## config.mk

```make
export PLATFORM = sky130hd
export DESIGN_NAME = maze_move_scheduler
export DESIGN_NICKNAME = d
export VERILOG_FILES = /design/src/rtl/maze_pkg.sv /design/src/rtl/rr_arbiter.sv /design/src/rtl/maze_move_scheduler.sv
export SDC_FILE = /design/constraint.sdc
export NUM_CORES = 1
export LEC_CHECK = 0
export BUFFER_PORTS_ARGS = -buffer_cell sky130_fd_sc_hd__buf_2
export CAP_MARGIN = 20
export CELL_PAD_IN_SITES_DETAIL_PLACEMENT = 1
export CELL_PAD_IN_SITES_GLOBAL_PLACEMENT = 2
export CORE_AREA = 5 5 165 167
export DETAILED_ROUTE_END_ITERATION = 12
export DIE_AREA = 0 0 170 172
export GPL_ROUTABILITY_DRIVEN = 0
export PLACE_DENSITY = 0.86
export SLEW_MARGIN = 40
export SYNTH_ARGS = -nofsm -noshare
export SYNTH_HDL_FRONTEND = slang
export SYNTH_SLANG_ARGS = --single-unit
```

## constraint.sdc

```tcl
create_clock -name Clk -period 6 [get_ports Clk]
set_input_delay 0.9 -clock Clk [delete_from_list [all_inputs] [get_ports Clk]]
set_output_delay 0.9 -clock Clk [all_outputs]
set_load 0.01 [all_outputs]
```

## src/rtl/maze_pkg.sv

```systemverilog
// Shared types and helpers for the maze move scheduler.
package maze_pkg;

    localparam int MAZE_W_DEF = 20;
    localparam int MAZE_H_DEF = 20;

    typedef enum logic [1:0] {
        DIR_UP    = 2'd0,
        DIR_DOWN  = 2'd1,
        DIR_LEFT  = 2'd2,
        DIR_RIGHT = 2'd3
    } dir_t;

    typedef enum logic [1:0] {
        IDLE   = 2'd0,
        CHECK  = 2'd1,
        COMMIT = 2'd2
    } state_t;

    // Target x cell after one step; signed so that x-1 at column 0 becomes -1.
    function automatic logic signed [5:0] step_x(input logic [4:0] x, input dir_t d);
        logic signed [5:0] xs;
        xs = $signed({1'b0, x});
        case (d)
            DIR_LEFT:  return xs - 6'sd1;
            DIR_RIGHT: return xs + 6'sd1;
            default:   return xs;
        endcase
    endfunction

    // Target y cell after one step; signed so that y-1 at row 0 becomes -1.
    function automatic logic signed [5:0] step_y(input logic [4:0] y, input dir_t d);
        logic signed [5:0] ys;
        ys = $signed({1'b0, y});
        case (d)
            DIR_UP:   return ys - 6'sd1;
            DIR_DOWN: return ys + 6'sd1;
            default:  return ys;
        endcase
    endfunction

endpackage

```

## src/rtl/rr_arbiter.sv

```systemverilog
// Combinational round-robin arbiter: first requester at or after ptr wins.
module rr_arbiter #(
    parameter int N  = 2,
    parameter int IW = (N > 1) ? $clog2(N) : 1
) (
    input  logic [N-1:0]  req,
    input  logic [IW-1:0] ptr,
    output logic [N-1:0]  grant,
    output logic [IW-1:0] grant_idx,
    output logic          grant_valid
);

    int cand_s;

    // Scan requesters starting at the pointer and stop at the first hit.
    always_comb begin
        grant       = '0;
        grant_idx   = '0;
        grant_valid = 1'b0;
        cand_s      = 0;
        for (int k = 0; k < N; k++) begin
            cand_s = (int'(ptr) + k) % N;
            if (!grant_valid && req[IW'(cand_s)]) begin
                grant_valid           = 1'b1;
                grant[IW'(cand_s)]    = 1'b1;
                grant_idx             = IW'(cand_s);
            end else begin
                grant_valid = grant_valid;
            end
        end
    end

endmodule

```

## src/rtl/maze_move_scheduler.sv

```systemverilog
// Arbitrates agent move requests onto one wall-lookup path and commits legal moves.
module maze_move_scheduler
    import maze_pkg::*;
#(
    parameter int NUM_AGENTS = 2,
    parameter int MAZE_W     = MAZE_W_DEF,
    parameter int MAZE_H     = MAZE_H_DEF,
    parameter int HOME_X     = 1,
    parameter int HOME_Y     = 1,
    parameter int COOLDOWN   = 8
) (
    input  logic                             Clk,
    input  logic                             Reset_n,
    input  logic [0:MAZE_H-1][MAZE_W-1:0]    maze_in,
    input  logic [NUM_AGENTS-1:0]            move_req,
    input  logic [NUM_AGENTS-1:0][1:0]       move_dir,
    output logic [NUM_AGENTS-1:0]            move_ack,
    output logic [NUM_AGENTS-1:0]            move_ok,
    output logic [NUM_AGENTS-1:0][4:0]       pos_x,
    output logic [NUM_AGENTS-1:0][4:0]       pos_y,
    output logic                             busy
);

    localparam int IW = (NUM_AGENTS > 1) ? $clog2(NUM_AGENTS) : 1;
    localparam int CW = (COOLDOWN > 0) ? $clog2(COOLDOWN + 1) : 1;
    localparam logic signed [5:0] W6 = 6'(MAZE_W);
    localparam logic signed [5:0] H6 = 6'(MAZE_H);

    state_t                          state_r, state_s;
    logic [IW-1:0]                   id_r, ptr_r;
    logic signed [5:0]               tgt_x_r, tgt_y_r;
    logic                            blocked_r, blocked_s;
    logic [NUM_AGENTS-1:0]           ack_r, ok_r;
    logic                            busy_r;
    logic [NUM_AGENTS-1:0][4:0]      pos_x_r, pos_y_r;
    logic [NUM_AGENTS-1:0][CW-1:0]   cool_r;
    logic [NUM_AGENTS-1:0]           elig_s, grant_s;
    logic [IW-1:0]                   grant_idx_s;
    logic                            grant_valid_s;

    assign move_ack = ack_r;
    assign move_ok  = ok_r;
    assign pos_x    = pos_x_r;
    assign pos_y    = pos_y_r;
    assign busy     = busy_r;

    // An agent may compete only while requesting and out of cooldown.
    always_comb begin
        elig_s = '0;
        for (int i = 0; i < NUM_AGENTS; i++) begin
            elig_s[IW'(i)] = move_req[IW'(i)] && (cool_r[IW'(i)] == '0);
        end
    end

    rr_arbiter #(.N(NUM_AGENTS), .IW(IW)) u_arb (
        .req         (elig_s),
        .ptr         (ptr_r),
        .grant       (grant_s),
        .grant_idx   (grant_idx_s),
        .grant_valid (grant_valid_s)
    );

    // Next-state logic for the IDLE -> CHECK -> COMMIT sequence.
    always_comb begin
        state_s = state_r;
        case (state_r)
            IDLE: begin
                if (grant_valid_s) begin
                    state_s = CHECK;
                end else begin
                    state_s = IDLE;
                end
            end
            CHECK:   state_s = COMMIT;
            COMMIT:  state_s = IDLE;
            default: state_s = IDLE;
        endcase
    end

    // Target legality: bounds first so the maze is only indexed in range, then walls, then agents.
    always_comb begin
        blocked_s = 1'b0;
        if ((tgt_x_r < 6'sd0) || (tgt_x_r >= W6) || (tgt_y_r < 6'sd0) || (tgt_y_r >= H6)) begin
            blocked_s = 1'b1;
        end else if (maze_in[tgt_y_r[4:0]][tgt_x_r[4:0]]) begin
            blocked_s = 1'b1;
        end else begin
            blocked_s = 1'b0;
        end
        for (int j = 0; j < NUM_AGENTS; j++) begin
            if ((IW'(j) != id_r) &&
                ($signed({1'b0, pos_x_r[IW'(j)]}) == tgt_x_r) &&
                ($signed({1'b0, pos_y_r[IW'(j)]}) == tgt_y_r)) begin
                blocked_s = 1'b1;
            end else begin
                blocked_s = blocked_s;
            end
        end
    end

    // FSM state, transaction latches, committed positions and response pulses.
    always_ff @(posedge Clk or negedge Reset_n) begin
        if (!Reset_n) begin
            state_r   <= IDLE;
            id_r      <= '0;
            ptr_r     <= '0;
            tgt_x_r   <= 6'sd0;
            tgt_y_r   <= 6'sd0;
            blocked_r <= 1'b0;
            ack_r     <= '0;
            ok_r      <= '0;
            busy_r    <= 1'b0;
            for (int i = 0; i < NUM_AGENTS; i++) begin
                pos_x_r[IW'(i)] <= 5'(HOME_X + 2 * i);
                pos_y_r[IW'(i)] <= 5'(HOME_Y);
            end
        end else begin
            state_r <= state_s;
            busy_r  <= (state_s != IDLE);
            ack_r   <= '0;
            ok_r    <= '0;
            case (state_r)
                IDLE: begin
                    if (grant_valid_s) begin
                        id_r    <= grant_idx_s;
                        tgt_x_r <= step_x(pos_x_r[grant_idx_s], dir_t'(move_dir[grant_idx_s]));
                        tgt_y_r <= step_y(pos_y_r[grant_idx_s], dir_t'(move_dir[grant_idx_s]));
                    end
                end
                CHECK: begin
                    blocked_r <= blocked_s;
                end
                COMMIT: begin
                    if (!blocked_r) begin
                        pos_x_r[id_r] <= tgt_x_r[4:0];
                        pos_y_r[id_r] <= tgt_y_r[4:0];
                    end
                    ack_r[id_r] <= 1'b1;
                    ok_r[id_r]  <= ~blocked_r;
                    ptr_r       <= (id_r == IW'(NUM_AGENTS - 1)) ? '0 : id_r + IW'(1);
                end
                default: begin
                    state_r <= IDLE;
                end
            endcase
        end
    end

    // Per-agent cooldown: load on an accepted move, otherwise count down to zero.
    always_ff @(posedge Clk or negedge Reset_n) begin
        if (!Reset_n) begin
            cool_r <= '0;
        end else begin
            for (int i = 0; i < NUM_AGENTS; i++) begin
                if ((state_r == COMMIT) && !blocked_r && (id_r == IW'(i))) begin
                    cool_r[IW'(i)] <= CW'(COOLDOWN);
                end else if (cool_r[IW'(i)] != '0) begin
                    cool_r[IW'(i)] <= cool_r[IW'(i)] - CW'(1);
                end else begin
                    cool_r[IW'(i)] <= cool_r[IW'(i)];
                end
            end
        end
    end

endmodule

```

# After elaboration in Yosys (flattened, before gate mapping)
# Index checks and enable logic that the tools add are counted.
# W data, S select, Z words.
[word_totals]
elab_cells = 108
regBits = 46
output_inout_bits = 25
input_bits = 408
[classes]
n_addsub = 7
reduce_logical = 24
n_mux = 39
bitwise = 4
n_lt_le_gt_ge = 11
n_eq_ne = 9
[op_table]
columns = ["op", "count"]
rows = [
  ["$bmux W20 S5", 1],
  ["$mux W20", 2],
  ["$mux W5", 5],
  ["$pmux W6 S2", 2],
  ["$bwmux W10", 2],
  ["$ge A6 B6 Y1 const B", 3],
  ["$mux W1", 16],
  ["$add A5 B1 Y6 const B", 2],
  ["$eq A6 B6 Y1", 2],
  ["$eq A6 B6 Y1 const A", 2],
  ["$lt A6 B1 Y1 const B", 2],
  ["$sub A5 B1 Y6 const B", 2],
  ["$mux W2", 5],
  ["$logic_and A1 B1 Y1", 9],
  ["$mux W4", 2],
  ["$eq A2 B2 Y1 const B", 3],
  ["$lt A1 B3 Y1 const B", 2],
  ["$lt A5 B6 Y1 const B", 1],
  ["$not A5 Y6", 1],
  ["$bmux W1 S5", 1],
  ["$demux W5 S1", 1],
  ["$eq A2 B1 Y1 const B", 2],
  ["$logic_not A2 Y1", 2],
  ["$logic_not A4 Y1", 1],
  ["15 further kinds", 23],
]

# Depth between registers and ports, before layout
[depth]
word_depth = 12
depth_mapped = 15
depth_no_buf = 13

# Modules after synthesis
# A second synthesis with hierarchy kept.
[unflattened]
hier_cells = 488
hier_area_um2 = 5736.8
[modules_own_cells]
columns = ["module", "seq_area_each_um2", "area_per_inst_um2", "n_inst", "cells_each"]
rows = [
  ["maze_move_scheduler", 1203.7, 5701.7, 1, 483],
  ["rr_arbiter", 0.0, 35.0, 1, 5],
]

# Least setup slack after synthesis
# Ideal clock, no wire load.
[synth_timing]
path_kind = "input -> register"
startpoint = "input move_req[0]"
endpoint = "register tgt_x_r[3]"
stages = 13
required_time_ns = 5.905
path_buffers = 2
slack_ns = 2.586
arrival_time_ns = 3.318
setup_ns = 0.095
path_cell_list = "and4bb_2 nand2_2 buf_2 mux2_2 buf_2 nand2_1 ha_1 inv_1 a21oi_1 a221oi_2 xnor2_1 o21a_1 o31ai_1"
[synth_between]
elab_chain_len = 11
word_cells_on_any_way = 21
cone_classes = "add/sub: 2; eq/ne: 2; mux: 13; reduce/logical: 4"
[synth_rtl]
columns = ["item", "line_no", "source"]
rows = [
  ["from (decl)", "maze_move_scheduler.sv:15", "input logic [NUM_AGENTS-1:0] move_req,"],
  ["$logic_and A1 B1 Y1 (*)", "maze_move_scheduler.sv:51", "elig_s[IW'(i)] = move_req[IW'(i)] && (cool_r[IW'(i)] == '0);"],
  ["$mux W1 (implied by the code) (2 in series)", "rr_arbiter.sv:23", "if (!grant_valid && req[IW'(cand_s)]) begin"],
  ["$mux W1", "rr_arbiter.sv:23", ""],
  ["$logic_not A1 Y1", "rr_arbiter.sv:23", ""],
  ["$logic_and A1 B1 Y1", "rr_arbiter.sv:23", ""],
  ["$mux W1", "rr_arbiter.sv:23", ""],
  ["$mux W5 (implied by the code) or $mux W2 (tied branches) (2 in series)", "maze_move_scheduler.sv:126", "tgt_x_r <= step_x(pos_x_r[grant_idx_s], dir_t'(move_dir[grant_idx_s]));"],
  ["$add A5 B1 Y6, or another cell as far along", "maze_pkg.sv:26", "DIR_RIGHT: return xs + 6'sd1;"],
  ["$pmux W6 S2", "maze_pkg.sv:24", "case (d)"],
  ["to (signal assigned)", "maze_move_scheduler.sv:126", ""],
  ["to (decl)", "maze_move_scheduler.sv:31", "logic signed [5:0] tgt_x_r, tgt_y_r;"],
]
# Every way passes the cells marked *; elsewhere a longest branch is shown, timed or not. The select of a mux whose other input is x is not followed.
# A chain may end at the register's enable or synchronous reset.

# Final worst setup path
[layout_timing]
startpoint = "register tgt_y_r[0]"
endpoint = "register blocked_r"
[layout_between]
elab_chain_len = 10
word_cells_on_any_way = 18
cone_classes = "order compare: 2; eq/ne: 2; mux: 9; bitwise: 1; reduce/logical: 4"
[layout_rtl]
columns = ["item", "line_no", "source"]
rows = [
  ["from (decl)", "maze_move_scheduler.sv:31", ""],
  ["from (signal assigned)", "maze_move_scheduler.sv:127", "tgt_y_r <= step_y(pos_y_r[grant_idx_s], dir_t'(move_dir[grant_idx_s]));"],
  ["$not A5 Y6 (implied by the code)", "maze_move_scheduler.sv:85", "end else if (maze_in[tgt_y_r[4:0]][tgt_x_r[4:0]]) begin"],
  ["$bmux W20 S5", "maze_move_scheduler.sv:85", ""],
  ["$mux W20 (implied by the code) (2 in series)", "maze_move_scheduler.sv:85", ""],
  ["$bmux W1 S5", "maze_move_scheduler.sv:85", ""],
  ["$mux W1 (implied by the code)", "maze_move_scheduler.sv:85", ""],
  ["$mux W1", "maze_move_scheduler.sv:85", ""],
  ["$mux W1", "maze_move_scheduler.sv:83", "if ((tgt_x_r < 6'sd0) || (tgt_x_r >= W6) || (tgt_y_r < 6'sd0) || (tgt_y_r >= H6)) begin"],
  ["$mux W1", "maze_move_scheduler.sv:91", "if ((IW'(j) != id_r) &&"],
  ["$mux W1 (*)", "maze_move_scheduler.sv:91", ""],
  ["to (signal assigned)", "maze_move_scheduler.sv:131", "blocked_r <= blocked_s;"],
  ["to (decl)", "maze_move_scheduler.sv:32", "logic blocked_r, blocked_s;"],
]
# Marks and branches as above.

==> flow_summary_export.csv <==
group,metric,value,unit
run_status,status,"finished, final reports clean",
clock_network,root_buffer,"clkbuf_16",
die,rows,59,
finish,layout.nets,1343,
clock_network,cts_buffers,5,
global_routing,grt_pass1_vias,7299,
hold_path,hold_class,"reg2reg",
placement,io_buffers,431,
power_and_ir_drop,clkPwrFrac,0.088,
placement,hpwlAfterDp,28400,um
yosys,synth_edf_count,10,
timing,slew_headroom,0.445,
clock_network,cts.repair.resized,0,
yosys,syn_nets,944,
worst_setup_path,cp_cell_sequence,"buf_4 -> mux4_2 -> o2111ai_1 -> nand2_1 -> o311a_1 -> a2111oi_4 -> o221ai_2",
finish,layout.cells.non_filler,1270,
worst_setup_path,r2r-start,"tgt_y_r[0]",
timing,setup_slack,2480,ps
die,coreArea,25600,um^2
yosys,synth_cells,531,
yosys,yosysSeqAreaShare,0.203,
global_routing,grt_pass1_wl,46900,um
finish,multi_input_area,4430,um^2
yosys,synth_cell_types,62,
job,cap_viol_max_count,0,
die,fp.dieH,172,um
yosys,yosysWarnings,0,
worst_setup_path,crit_slowest_cell,"dfrtp_4",
worst_setup_path,critPathLaunchType,"register",
global_routing,grt_max_degree,64,
drt,dr.pass1.iters,5,
timing,worst_pin_slew,830,ps
timing,finalCritPeriodShare,0.586,
worst_setup_path,crit_start,"tgt_y_r[0]",
clock_network,cts_tree,"done",
timing,setup_violations,0,
worst_setup_path,cp-endpoint,"blocked_r",
drt,viasPerCell,5.26,
clock_network,cts_hold_buf,0,
finish,area_delta_synth_final,43.8,%
power_and_ir_drop,finalPower,3.15,mW
drt,wl,33300,um
finish,register_area,1210,um^2
timing,rsz0062_at_grt,"no",
clock_network,htree_levels,2,
clock_network,insertion_delay,290,ps
worst_setup_path,r2r-end,"blocked_r",
worst_setup_path,reg2regPathDepth,7,
worst_setup_path,path_max_fanout,39,
yosys,yosysMostFrequentCell,"mux4_2",
timing,fin_tns_setup,0,ps
timing,finClkSkew,6.87,ps
drt,ant_nets,0,
placement,pre_cts_slack,2240,ps
yosys,synth_common_cells,"mux4_2 (66), mux2i_1 (65), nand2_1 (50)",
timing,fmax,284,MHz
clock_network,clk_pin_slew,70,ps
clock_network,clockBufferDepth,2,
worst_setup_path,end_kind,"register",
finish,nFillCells,3082,
drt,drc,0,
die,boundaryPins,433,
global_routing,track_usage,0.215,
timing,whs,505,ps
worst_setup_path,critPathMaxStageDelay,820,ps
power_and_ir_drop,p_per_area,370,nW/um^2
die,chipWidth,170,um
power_and_ir_drop,intPower,1.65,mW
finish,drive_above_1_share,0.589,
worst_setup_path,required,6160,ps
yosys,synth_top_cell_by_area,"mux4_2",
clock_network,postCtsSetupRepairBufs,0,
worst_setup_path,critPathArrivalTime,3680,ps
timing,hold_viol,0,
timing,fin_crit,3520,ps
yosys,ys.flop_type,"dfrtp_1",
timing,drv_slew,0,
drt,post_drt_wl_per_cell,26.2,um
die,die-area,29200,um^2
clock_network,cts_sinks,46,
yosys,ys_async_sr_fraction,0.783,
yosys,synthTopCellsByArea,"mux4_2 (25%), dfrtp_1 (14%), mux2i_1 (11%), mux4_1 (8.0%), edfxtp_1 (5.1%)",
worst_setup_path,r2r_setup_slack,2480,ps
yosys,syn-mean-instance-area,11.2,um^2
power_and_ir_drop,power_leakage,4.02,nW
power_and_ir_drop,switching_share,0.476,
yosys,synth-seq-cells,46,
worst_setup_path,cp.depth,7,
power_and_ir_drop,ir_drop,0.000161,V
global_routing,grt_overflow,0,
worst_setup_path,path_buf_inv,1,
drt,vias,6679,
yosys,netlist_area,5930,um^2
power_and_ir_drop,p_sw,1.50,mW
global_routing,grt_antenna_before_repair,16,
die,initial_core_util,0.231,
placement,placedCellCount,1257,
worst_setup_path,path_class,"reg2reg",
power_and_ir_drop,pwr-share-comb,0.713,
worst_setup_path,crit_family,"compound AO/OA/AOI/OAI gates",
drt,drtIter0Drc,383,
yosys,synth_top_area_share,0.251,
hold_path,hp-start,"tgt_y_r[5]",
power_and_ir_drop,pwr-share-seq,0.199,
-- power by group through the flow --
stage / Sequential, mW / Clock (mW) / Combinational, mW
finish: 0.628 / 0.277 / 2.25
global route: 0.656 / 0.304 / 2.41
CTS: 0.675 / 0.286 / 2.21
detailed placement: 0.681 / 0 / 2.20
global placement: 0.674 / 0 / 2.18
floorplan: 0.468 / 0 / 1.72
-- per-layer routing --
layer  track usage  vias to the layer above  share of wire
met5             0                        -         0.0013
met4        0.0191                        8         0.0066
met3        0.0480                       22          0.087
met2         0.376                      332           0.49
met1         0.286                     3346           0.42
li1              -                     2971              -
-- final cells by class --
class / count / area share
Antenna cell: 4 / 0.00117
Clock buffer: 5 / 0.0147
Clock inverter: 3 / 0.00250
Inverter: 10 / 0.00440
Multi-Input combinational cell: 425 / 0.520
Sequential cell: 46 / 0.142
Tap cell: 335 / 0.0492
Timing Repair Buffer: 442 / 0.266
-- cell usage in the layout, fill, tap and decap left out, types with 12 or more instances in the layout --
| cell type | n |
|---|---|
| nand3_1 | 12 |
| o21ai_0 | 19 |
| mux4_2 | 66 |
| nand2_1 | 50 |
| mux2_2 | 17 |
| xnor2_1 | 15 |
| buf_2 | 430 |
| mux4_1 | 18 |
| a22oi_1 | 13 |
| dfrtp_1 | 31 |
| mux2i_1 | 64 |
| nor2_1 | 22 |
| a21oi_1 | 19 |
-- metrics by stage --
step	util	area (um^2)
after floorplan	-	5930
after global placement	0.326	8340
after detailed placement	0.326	8350
after CTS	0.332	8490
after global routing	0.333	8520
final	0.333	8520
-- worst min-delay path, stage by stage (launching register included) --
cell and delay [ps]:
dfrtp_1 360, nand2_1 60, o31ai_1 60
-- kinds of logic after synthesis --
logic type	Yosys count	share of synthesized area
compound gates	109	0.133
xor+xnor	19	0.0281
fa+ha+maj	5	0.0106
buf+inv	60	0.0513
flops	46	0.203
mux	166	0.473
simple gates	126	0.101
-- flip-flops by register name, indices dropped and copies added (netlist names) --
name and flops:
blocked_r 1, tgt_x_r 6, ptr_r 1, move_ok 2, busy 1, tgt_y_r 6, id_r 1, pos_y 10
state_r 2, pos_x 10, move_ack 2, cool_r 4
-- worst min path at each step --
stage,endpoint,slack [ps],depth (start not counted)
after floorplan,pos_y[6],420,0
after global placement,tgt_x_r[5],470,2
after detailed placement,tgt_y_r[5],490,2
after CTS,tgt_y_r[5],510,2
after global routing,tgt_x_r[5],530,2
final,tgt_y_r[5],510,2
Power figures use the tool's default switching activity.
